[src/rtl/realtank_soc_bus_pkg.sv]
// rtl/realtank_soc_bus_pkg.sv - shared AHB transfer-type and response encodings
package realtank_soc_bus_pkg;

    typedef enum logic [1:0] {
        HTRANS_IDLE   = 2'b00,
        HTRANS_BUSY   = 2'b01,
        HTRANS_NONSEQ = 2'b10,
        HTRANS_SEQ    = 2'b11
    } htrans_t;

    typedef enum logic [1:0] {
        HRESP_OKAY  = 2'b00,
        HRESP_ERROR = 2'b01
    } hresp_t;

endpackage

[src/rtl/realtank_soc_bus_in_stage.sv]
// rtl/realtank_soc_bus_in_stage.sv - AHB matrix input stage with transfer holding register
// Optional lock pass-through: define REALTANK_SOC_BUS_IN_STAGE_LOCK_EN.
module realtank_soc_bus_in_stage
    import realtank_soc_bus_pkg::*;
#(
    parameter int AW = 32
) (
    input  logic          HCLK,
    input  logic          HRESETn,
    input  logic          HSELS,
    input  logic [AW-1:0] HADDRS,
    input  logic [1:0]    HTRANSS,
    input  logic          HWRITES,
    input  logic [2:0]    HSIZES,
    input  logic [2:0]    HBURSTS,
    input  logic [3:0]    HPROTS,
    input  logic          HMASTLOCKS,
    input  logic          HREADYS,
    output logic          HREADYOUTS,
    output logic [1:0]    HRESPS,
    output logic          sel_op,
    output logic [AW-1:0] addr_op,
    output logic [1:0]    trans_op,
    output logic          write_op,
    output logic [2:0]    size_op,
    output logic [2:0]    burst_op,
    output logic [3:0]    prot_op,
    output logic          master_lock_op,
    output logic          held_tran_op,
    input  logic          active_dec,
    input  logic          readyout_dec,
    input  logic [1:0]    resp_dec
);

    logic          w_trans_req;
    logic          w_load_reg;
    logic          w_accept;
    logic          r_pend_tran;
    logic          r_data_phase;
    logic [AW-1:0] r_addr;
    logic          r_write;
    logic [2:0]    r_size;
    logic [2:0]    r_burst;
    logic [3:0]    r_prot;

    assign w_trans_req = HSELS & HTRANSS[1];
    assign w_load_reg  = w_trans_req & HREADYS;
    assign w_accept    = (w_load_reg & active_dec) | (r_pend_tran & active_dec & readyout_dec);

    always_ff @(posedge HCLK or negedge HRESETn) begin
        if (!HRESETn) begin
            r_addr  <= '0;
            r_write <= 1'b0;
            r_size  <= '0;
            r_burst <= '0;
            r_prot  <= '0;
        end else if (w_load_reg) begin
            r_addr  <= HADDRS;
            r_write <= HWRITES;
            r_size  <= HSIZES;
            r_burst <= HBURSTS;
            r_prot  <= HPROTS;
        end
    end

    // A new unaccepted request wins over completion of the previous held one.
    always_ff @(posedge HCLK or negedge HRESETn) begin
        if (!HRESETn) begin
            r_pend_tran <= 1'b0;
        end else if (w_load_reg & ~active_dec) begin
            r_pend_tran <= 1'b1;
        end else if (active_dec & readyout_dec) begin
            r_pend_tran <= 1'b0;
        end
    end

    always_ff @(posedge HCLK or negedge HRESETn) begin
        if (!HRESETn) begin
            r_data_phase <= 1'b0;
        end else if (w_accept) begin
            r_data_phase <= 1'b1;
        end else if (HREADYS) begin
            r_data_phase <= 1'b0;
        end
    end

`ifdef REALTANK_SOC_BUS_IN_STAGE_LOCK_EN
    logic r_lock;

    always_ff @(posedge HCLK or negedge HRESETn) begin
        if (!HRESETn) begin
            r_lock <= 1'b0;
        end else if (w_load_reg) begin
            r_lock <= HMASTLOCKS;
        end
    end

    assign master_lock_op = r_pend_tran ? r_lock : HMASTLOCKS;
`else
    logic w_unused_lock;

    assign w_unused_lock  = HMASTLOCKS;
    assign master_lock_op = 1'b0;
`endif

    // A held transfer is re-issued as NONSEQ since arbitration may have broken the burst.
    assign sel_op       = r_pend_tran ? 1'b1          : HSELS;
    assign trans_op     = r_pend_tran ? HTRANS_NONSEQ : HTRANSS;
    assign addr_op      = r_pend_tran ? r_addr        : HADDRS;
    assign write_op     = r_pend_tran ? r_write       : HWRITES;
    assign size_op      = r_pend_tran ? r_size        : HSIZES;
    assign burst_op     = r_pend_tran ? r_burst       : HBURSTS;
    assign prot_op      = r_pend_tran ? r_prot        : HPROTS;
    assign held_tran_op = r_pend_tran;

    assign HREADYOUTS = r_pend_tran ? 1'b0 : (r_data_phase ? readyout_dec : 1'b1);
    assign HRESPS     = (r_data_phase & ~r_pend_tran) ? resp_dec : HRESP_OKAY;

endmodule

[config.mk]
export PLATFORM = sky130hd
export DESIGN_NAME = realtank_soc_bus_in_stage
export DESIGN_NICKNAME = d
export VERILOG_FILES = /design/src/rtl/realtank_soc_bus_pkg.sv /design/src/rtl/realtank_soc_bus_in_stage.sv
export SDC_FILE = /design/constraint.sdc
export NUM_CORES = 1
export LEC_CHECK = 0
export CORE_MARGIN = 2
export CORE_UTILIZATION = 38
export DETAILED_ROUTE_END_ITERATION = 8
export HOLD_SLACK_MARGIN = 0.06
export PLACE_DENSITY = 0.86
export REMOVE_ABC_BUFFERS = 1
export SLEW_MARGIN = 20
export SYNTH_ARGS = -nofsm -noshare
export SYNTH_HDL_FRONTEND = slang
export SYNTH_SLANG_ARGS = --single-unit
[constraint.sdc]
create_clock -name HCLK -period 1.21 [get_ports HCLK]
set_clock_uncertainty 0.1 [all_clocks]
set_input_delay 0.121 -clock HCLK [delete_from_list [all_inputs] [get_ports HCLK]]
set_output_delay 0.121 -clock HCLK [all_outputs]
set_load 0.02 [all_outputs]
After elaboration in Yosys (flattened, before gate mapping)

Cells that the tools add are included.
Widths: inputs -> output; s select.

Flip-flop bits (word level): 45

Muxes and demuxes: 14
Bitwise gates (word level): 11
Reduce and logical (&&, ||, !) cells: 2

Operator list:

| cell              | count |
|---|---|
| $mux 32           | 1 |
| $and 1x1->1       | 8 |
| $mux 1            | 8 |
| $mux 3            | 2 |
| $mux 2            | 2 |
| $mux 4            | 1 |
| $reduce_bool 2->1 | 2 |
| $not 1->1         | 2 |
| $or 1x1->1        | 1 |

Longest topological paths before layout

Gate-level depths: netlist of the first run.

Depth in word-level cells: 5
Mapped depth: 4
Mapped depth without buffers: 2

Worst setup path after synthesis of the first run

No wires, ideal clock.

Path kind: flip-flop to output port
Start: reg r_pend_tran, in the netlist held_tran_op
End: out HRESPS[0]
Arrival time: 1.303 ns
Slack: -0.314 ns
Cell stages (with the launch flop): 4
Path through: dfrtp_1 > clkbuf_1 > buf_2 > nor3b_1

Longest elaborated chain between the ends: 3

Ends and longest elaborated chain:

| what                     | RTL line                         | text |
|---|---|---|
| start: declaration       | realtank_soc_bus_in_stage.sv:38  | `logic r_pend_tran;` |
| start signal: assignment | realtank_soc_bus_in_stage.sv:69  | `r_pend_tran <= 1'b0;` |
| start signal: assignment | realtank_soc_bus_in_stage.sv:71  | `r_pend_tran <= 1'b1;` |
| start signal: assignment | realtank_soc_bus_in_stage.sv:73  | `r_pend_tran <= 1'b0;` |
| $not 1->1                | realtank_soc_bus_in_stage.sv:117 | `assign HRESPS = (r_data_phase & ~r_pend_tran) ? resp_dec : HRESP_OKAY;` |
| $and 1x1->1              | realtank_soc_bus_in_stage.sv:117 |  |
| $mux 2                   | realtank_soc_bus_in_stage.sv:117 |  |
| end: declaration         | realtank_soc_bus_in_stage.sv:20  | `output logic [1:0] HRESPS,` |

Every way passes these cells.

Worst setup path in the final report of the first run

Start: reg r_pend_tran, in the netlist held_tran_op
End: out addr_op[16]

Longest elaborated chain between the ends: 1

Ends and longest elaborated chain:

| what             | RTL line                         | text |
|---|---|---|
| $mux 32          | realtank_soc_bus_in_stage.sv:109 | `assign addr_op = r_pend_tran ? r_addr : HADDRS;` |
| end: declaration | realtank_soc_bus_in_stage.sv:22  | `output logic [AW-1:0] addr_op,` |

Every way passes these cells.

==> impl_results.md, run 1 <==
- Status: complete, but fails checks
- Violated checks: setup timing
- Startpoint types: flop
- Clk pin slew, worst setup/hold paths: 0.08 ns
- WP data required: 0.99 ns
- Final setup viols: 50
- Fmax: 0.6021 GHz
- Crit. End Element: output pin
- Clock H-tree levels: 2
- Reg2reg end: held_tran_op
- Hold crit path type: primary input to asynchronous set/reset pin
- TritonRoute pass-1 iters: 3
- Post-synth ARST share: 100.0%
- Initial core utilization: 38.75%
- Die H: 83.78 um
- Area contributors post-synth: dfrtp_1, mux2_4, mux2_2
- Worst setup startpoint: held_tran_op
- Pin count of the biggest net entering global routing: 46
- Initial DRC Count: 32
- Number of port buffers: 102
- Most common flop cell mapped by yosys: dfrtp_1
- Slack of the critical path: -0.4508 ns
- Post-route ant nets: 0
- Slew Viols, Final: 0
- Most numerous cell in the Yosys netlist: mux2_2
- ANT cells: 0
- Leak pwr: 0.001754 uW
- Pre-CTS setup slack: -0.5252 ns
- CTS Buffer Depth: 2
- Max cap viols: 0
- Synth unique cells: 18
- Vias in the first global route: 1,851
- Period utilization: 137.3%
- Peak supply drop: about 540 uV
- Final GP Congestion: 0.6802
- PD cells: 1298 nW/um^2
- Rows: 29
- Post-synth EDFFs: 0
- Fillers: 529
- Cells on worst reg2reg path: 3
- Most frequent cells after synthesis: mux2_2, dfrtp_1, mux2_4
- Total track usage: 16.66%
- FF-to-FF setup slack: 0.11 ns
- Final Hold Violating Endpoints: 0
- Initial antenna violation count: 0
- Share of layout cells above drive strength 1: 61.54%
- Layout area overhead: 51.37%
- Clock root cell: clkbuf_8
- Via count: 1,719
- Grt ovf: 0
- Skew-Pair Late Insertion Delay: 0.29 ns
- Period minus WS final: 1.661 ns
- Layout Utilization: 58.66%
- Clock Sinks: 45
- Total wire length: 5658 um
- Avg WL per Cell: between 15 and 20 um
- Synth Instances: 157
- Core area: ~6200 sq um
- Finished Layout Cells: between 300 and 400
- Die Area: 7019 sq um
- First-pass GRT wire length: 9315 um
- RSZ-0062 raised after global routing: true
- Storage cell area: 1127 sq um
- Top Ports: 105
- Die X: 83.78 um
- CTS tree: done
- Top-area cell type share of the netlist area: 46.56%
- CP arrival: around 1.4 ns
- Syn. warnings: 0
- CTS buffer count: 5
- Worst Path Max Fanout: 21
- Drc violations: 0
- Register area share after synthesis: between 40 and 50%
- Mapped Avg Cell Area: between 15 and 20 sq um
- Multi-input logic area: 1240 sq um
- Top cell type by total area after synthesis: dfrtp_1
- WS Path Type: flop to output pin
- Reg2reg start: held_tran_op
- Post-Place Cells: roughly 340
- #FFs+latches synth: 45
- Netlist Area Pre-Place: 2419 sq um
- HPWL after DPL: 3685 um
- Routed vias/inst: between 4 and 5
- Layout Nets: 326
==> state kept, by name, indices dropped and copies added (netlist names) <==
register,cells
held_tran_op,1
r_size,3
r_burst,3
r_write,1
r_addr,32
r_data_phase,1
r_prot,4
==> cell usage in the layout (no fill, tap or decap), drive strengths merged, types with 2 or more instances in the layout <==
| cell | Yosys | final |
|---|---|---|
| nand3 | 2 | 2 |
| nor3b | 2 | 2 |
| dlygate4sd2 | 0 | 3 |
| or2 | 2 | 2 |
| inv | 3 | 3 |
| clkbuf | 1 | 7 |
| dfrtp | 45 | 45 |
| buf | 10 | 66 |
| mux2 | 86 | 86 |
| clkdlybuf4s50 | 0 | 48 |
==> layer usage <==
metal  wire [um]  up-vias  GRT usage (%)
met5           0        -              0
met2        2925       53          29.31
met1        2360      864          20.67
met3         312        7          3.363
li1            -      795              -
met4          61        0          4.839
==> cell type report <==
cell class / instances / area share (%)
Tap cell: 77 / 2.632
Timing Repair Buffer: 119 / 29.22
Clock buffer: 7 / 2.358
Multi-Input combinational cell: 98 / 33.87
Inverter: 3 / 0.3076
Sequential cell: 45 / 30.79
Clock inverter: 1 / 0.8202
==> worst max path at each step <==
stage | end | slack (ns)
floorplan | addr_op[0] | -0.87
global placement | burst_op[0] | -0.50
detailed placement | addr_op[17] | -0.53
CTS | addr_op[0] | -0.59
global route | addr_op[22] | -0.50
finish | addr_op[16] | -0.45
==> logic make-up (layout without fill, tap and decap cells) <==
group / after synthesis / in the layout / synth area share [%]
simple gates: 7 / 7 / 2.328
buf+inv: 14 / 130 / 3.828
compound gates: 4 / 4 / 1.190
flops: 45 / 45 / 46.56
mux: 86 / 86 / 45.94
other cells: 1 / 1 / 0.1551
==> metrics by stage <==
stage               total power (uW)  hold WS (ns)  area (sq um)  TNS [ns]
CTS                             4780        0.2346          3635    -21.90
detailed placement              3704       0.02212          3603    -38.56
global placement                3658       0.01667          3603    -37.10
floorplan                       2918       -0.2746          2337    -48.92
finish                          4751        0.2530          3661    -20.23
global route                    4987        0.2674          3661    -22.72
==> power breakdown <==
| part | switching [uW] | internal, uW |
|---|---|---|
| registers | 160 | 1780 |
| clock network | 495 | 674 |
| logic | 668 | 972 |
==> critical path, cell delays in order, from the launching register on <==
cell and delay, ns:
dfrtp_2 0.44, buf_12 0.19, mux2_2 0.36, buf_2 0.16
==> timing repair <==
item                       4_1_cts  5_1_grt
setup buffers                    2        0
hold buffers                     1        0
hold endpoints to repair        45        0
pin swaps                        2        0
cloned                           3        0
setup endpoints to repair       93       52
resized for setup              219       20
(Power assumes the default switching activity.)
==> inputs of run 2 (changes only) <==
--- a/config.mk
+++ b/config.mk
@@ -5,12 +5,14 @@
 export SDC_FILE = /design/constraint.sdc
 export NUM_CORES = 1
 export LEC_CHECK = 0
+export ABC_CLOCK_PERIOD_IN_PS = 1210
 export CORE_MARGIN = 2
 export CORE_UTILIZATION = 38
 export DETAILED_ROUTE_END_ITERATION = 8
 export HOLD_SLACK_MARGIN = 0.06
 export PLACE_DENSITY = 0.86
 export REMOVE_ABC_BUFFERS = 1
+export SKIP_CTS_REPAIR_TIMING = 1
 export SLEW_MARGIN = 20
 export SYNTH_ARGS = -nofsm -noshare
 export SYNTH_HDL_FRONTEND = slang
==> impl_results.md, run 2 (same netlist as run 1, synthesis figures left out) <==
- Worst Path Max Fanout: 31 (was 21)
- Worst-path cell chain: buf_12, mux2_2, clkbuf_2 (was buf_12, mux2_2, buf_2)
- Max cap viols: 0 (unchanged)
- Share of layout cells above drive strength 1: 59.78% (was 61.54%)
- WL met2: 2821 um (was 2925 um)
- WP data required: 0.99 ns (about the same)
- Die X: 83.78 um (unchanged)
- HPWL after DPL: 3685 um (unchanged)
- Layout area overhead: 47.85% (was 51.37%)
- Hold crit path type: primary input to flop (was primary input to asynchronous set/reset pin)
- Largest register FFs: 32 (unchanged)
- Period minus WS final: 1.660 ns (was 1.661 ns)
- CTS buffer count: 5 (unchanged)
- PD cells: 1309 nW/um^2 (was 1298 nW/um^2)
- Total wire length: 5584 um (was 5658 um)
- Clk pin slew, worst setup/hold paths: 0.08 ns (about the same)
- Slack of the critical path: -0.4496 ns (was -0.4508 ns)
- Startpoint types: flop (unchanged)
- Final Hold Violating Endpoints: 0 (unchanged)
- Slowest-stage cell, CP: dfrtp_2 (unchanged)
- Peak supply drop: 529.8 uV (was 541.2 uV)
- Layout Nets: 324 (was 326)
- Fillers: 542 (was 529)
- CP arrival: 1.44 ns (about the same)
- Skew-Pair Late Insertion Delay: 0.29 ns (about the same)
- Largest stage delay on the critical path: 0.41 ns (was 0.44 ns)
- Placed cell areas: 3603 sq um (unchanged)
- Layout Utilization: 57.30% (was 58.66%)
- Avg WL per Cell: 16.05 um (was 16.17 um)
- Post-route ant nets: 0 (unchanged)
- CTS Buffer Depth: 2 (unchanged)
- Fmax: 0.6026 GHz (was 0.6021 GHz)
- Top sig layer: met4 (unchanged)
- Violated checks: setup timing (unchanged)
- Leak pwr: 0.001745 uW (was 0.001754 uW)
- Initial DRC Count: 41 (was 32)
- Total track usage: 15.64% (was 16.66%)
- Cell area after layout: 3576 sq um (was 3661 sq um)
- Vias in the first global route: 1,785 (was 1,851)
- Top flop regs: r_addr x32, r_prot x4 (unchanged)
- WL met3: 316 um (was 312 um)
- Die Area: 7019 sq um (unchanged)
- Slew Viols, Final: 0 (unchanged)
- Status: complete, but fails checks (unchanged)
- Clock root cell: clkbuf_8 (unchanged)
- Cells on worst reg2reg path: 3 (unchanged)
- M1 WL: 2382 um (was 2360 um)
- Clock H-tree levels: 2 (unchanged)
- Rows: 29 (unchanged)
- Top Ports: 105 (unchanged)
- Initial antenna violation count: 0 (unchanged)
- Drc violations: 0 (unchanged)
- WS Path Type: flop to output pin (unchanged)
- Crit. End Element: output pin (unchanged)
- Period utilization: 137.2% (was 137.3%)
- Via count: 1,683 (was 1,719)
- Die H: 83.78 um (unchanged)
- Pin count of the biggest net entering global routing: 46 (unchanged)
- Largest Register: r_addr (unchanged)
- Most frequent cells in the layout: clkdlybuf4s50_1, mux2_2, dfrtp_1 (was clkdlybuf4s50_1, dfrtp_1, mux2_2, mux2_4, buf_2)
- CTS tree: done (unchanged)
- Hold Crit Depth: 3
- Initial core utilization: 38.75% (unchanged)
- Commonest non-fill, non-tap cell in the layout: clkdlybuf4s50_1 (unchanged)
- Routed vias/inst: 4.836 (was 4.911)
- Number of port buffers: 102 (unchanged)
- ANT cells: 0 (unchanged)
- Clock Sinks: 45 (unchanged)
- FF-to-FF setup slack: 0.12 ns (was 0.11 ns)
- Core area: 6241 sq um (unchanged)
- TritonRoute pass-1 iters: 3 (unchanged)
- Grt ovf: 0 (unchanged)
- RSZ-0062 raised after global routing: true (unchanged)
- First-pass GRT wire length: 8825 um (was 9315 um)
- Final GP Congestion: 0.6802 (unchanged)
- Final setup viols: 50 (unchanged)
## run 2: changes by cell type in the layout (fill, tap and decap cells not counted), sizes merged
| cell | before | now |
|---|---|---|
| dlymetal6s2s | 0 | 4 |
| bufbuf | 1 | 0 |
| dlygate4sd2 | 3 | 0 |
| buf | 66 | 41 |
| clkbuf | 7 | 30 |
## run 2: layout make-up
| cell class | instances | area (sq um) | share of cell area (%) |
|---|---|---|---|
| Multi-Input combinational cell | 98 | 1204 | 33.66 |
| Sequential cell | 45 | 1127 | 31.53 |
| Timing Repair Buffer | 117 | 1021 | 28.55 |
| Tap cell | 77 | 96.34 | 2.694 |
| Clock buffer | 7 | 86.33 | 2.414 |
| Clock inverter | 1 | 30.03 | 0.8397 |
| Inverter | 3 | 11.26 | 0.3149 |
## run 2: report_power, final
group          internal [uW]  switching (uW)  leakage [uW]
combinational            921             656       0.00115
sequential              1780             152      0.000534
clock                    674             495     0.0000585
total                   3380            1300       0.00174
## run 2: routing by layer
metal | up-vias | GRT usage (%)
met1 | 841 | 19.91
met4 | 0 | 4.839
li1 | 782 | -
met5 | - | 0
met2 | 53 | 26.69
met3 | 7 | 3.264
## run 2: per-stage QoR
stage	TNS, ns	setup WS (ns)	std cells	hold WS (ns)	power, uW
floorplan	-48.92	-0.8706	146	-0.2746	2918
global placement	-37.10	-0.5046	337	0.01667	3658
detailed placement	-38.56	-0.5252	337	0.02212	3704
CTS	-41.16	-0.8553	345	-0.3025	4900
global route	-22.37	-0.4952	348	0.2001	4911
finish	-20.08	-0.4496	348	0.1729	4680
## run 2: worst paths after layout
check	start	end
worst max register to register	held_tran_op	held_tran_op
max in group asynchronous	HRESETn	held_tran_op
worst max-delay path	held_tran_op	write_op
worst min-delay path	HREADYS	r_data_phase
worst min register to register	r_addr[17]	r_addr[17]
min in group asynchronous	HRESETn	r_addr[1]
## run 2: critical path: cells and delay by family, from the launching register on
kind                   cells  cell delay, ns
multiplexers               1            0.36
flip-flops                 1            0.41
buffers and inverters      2            0.36
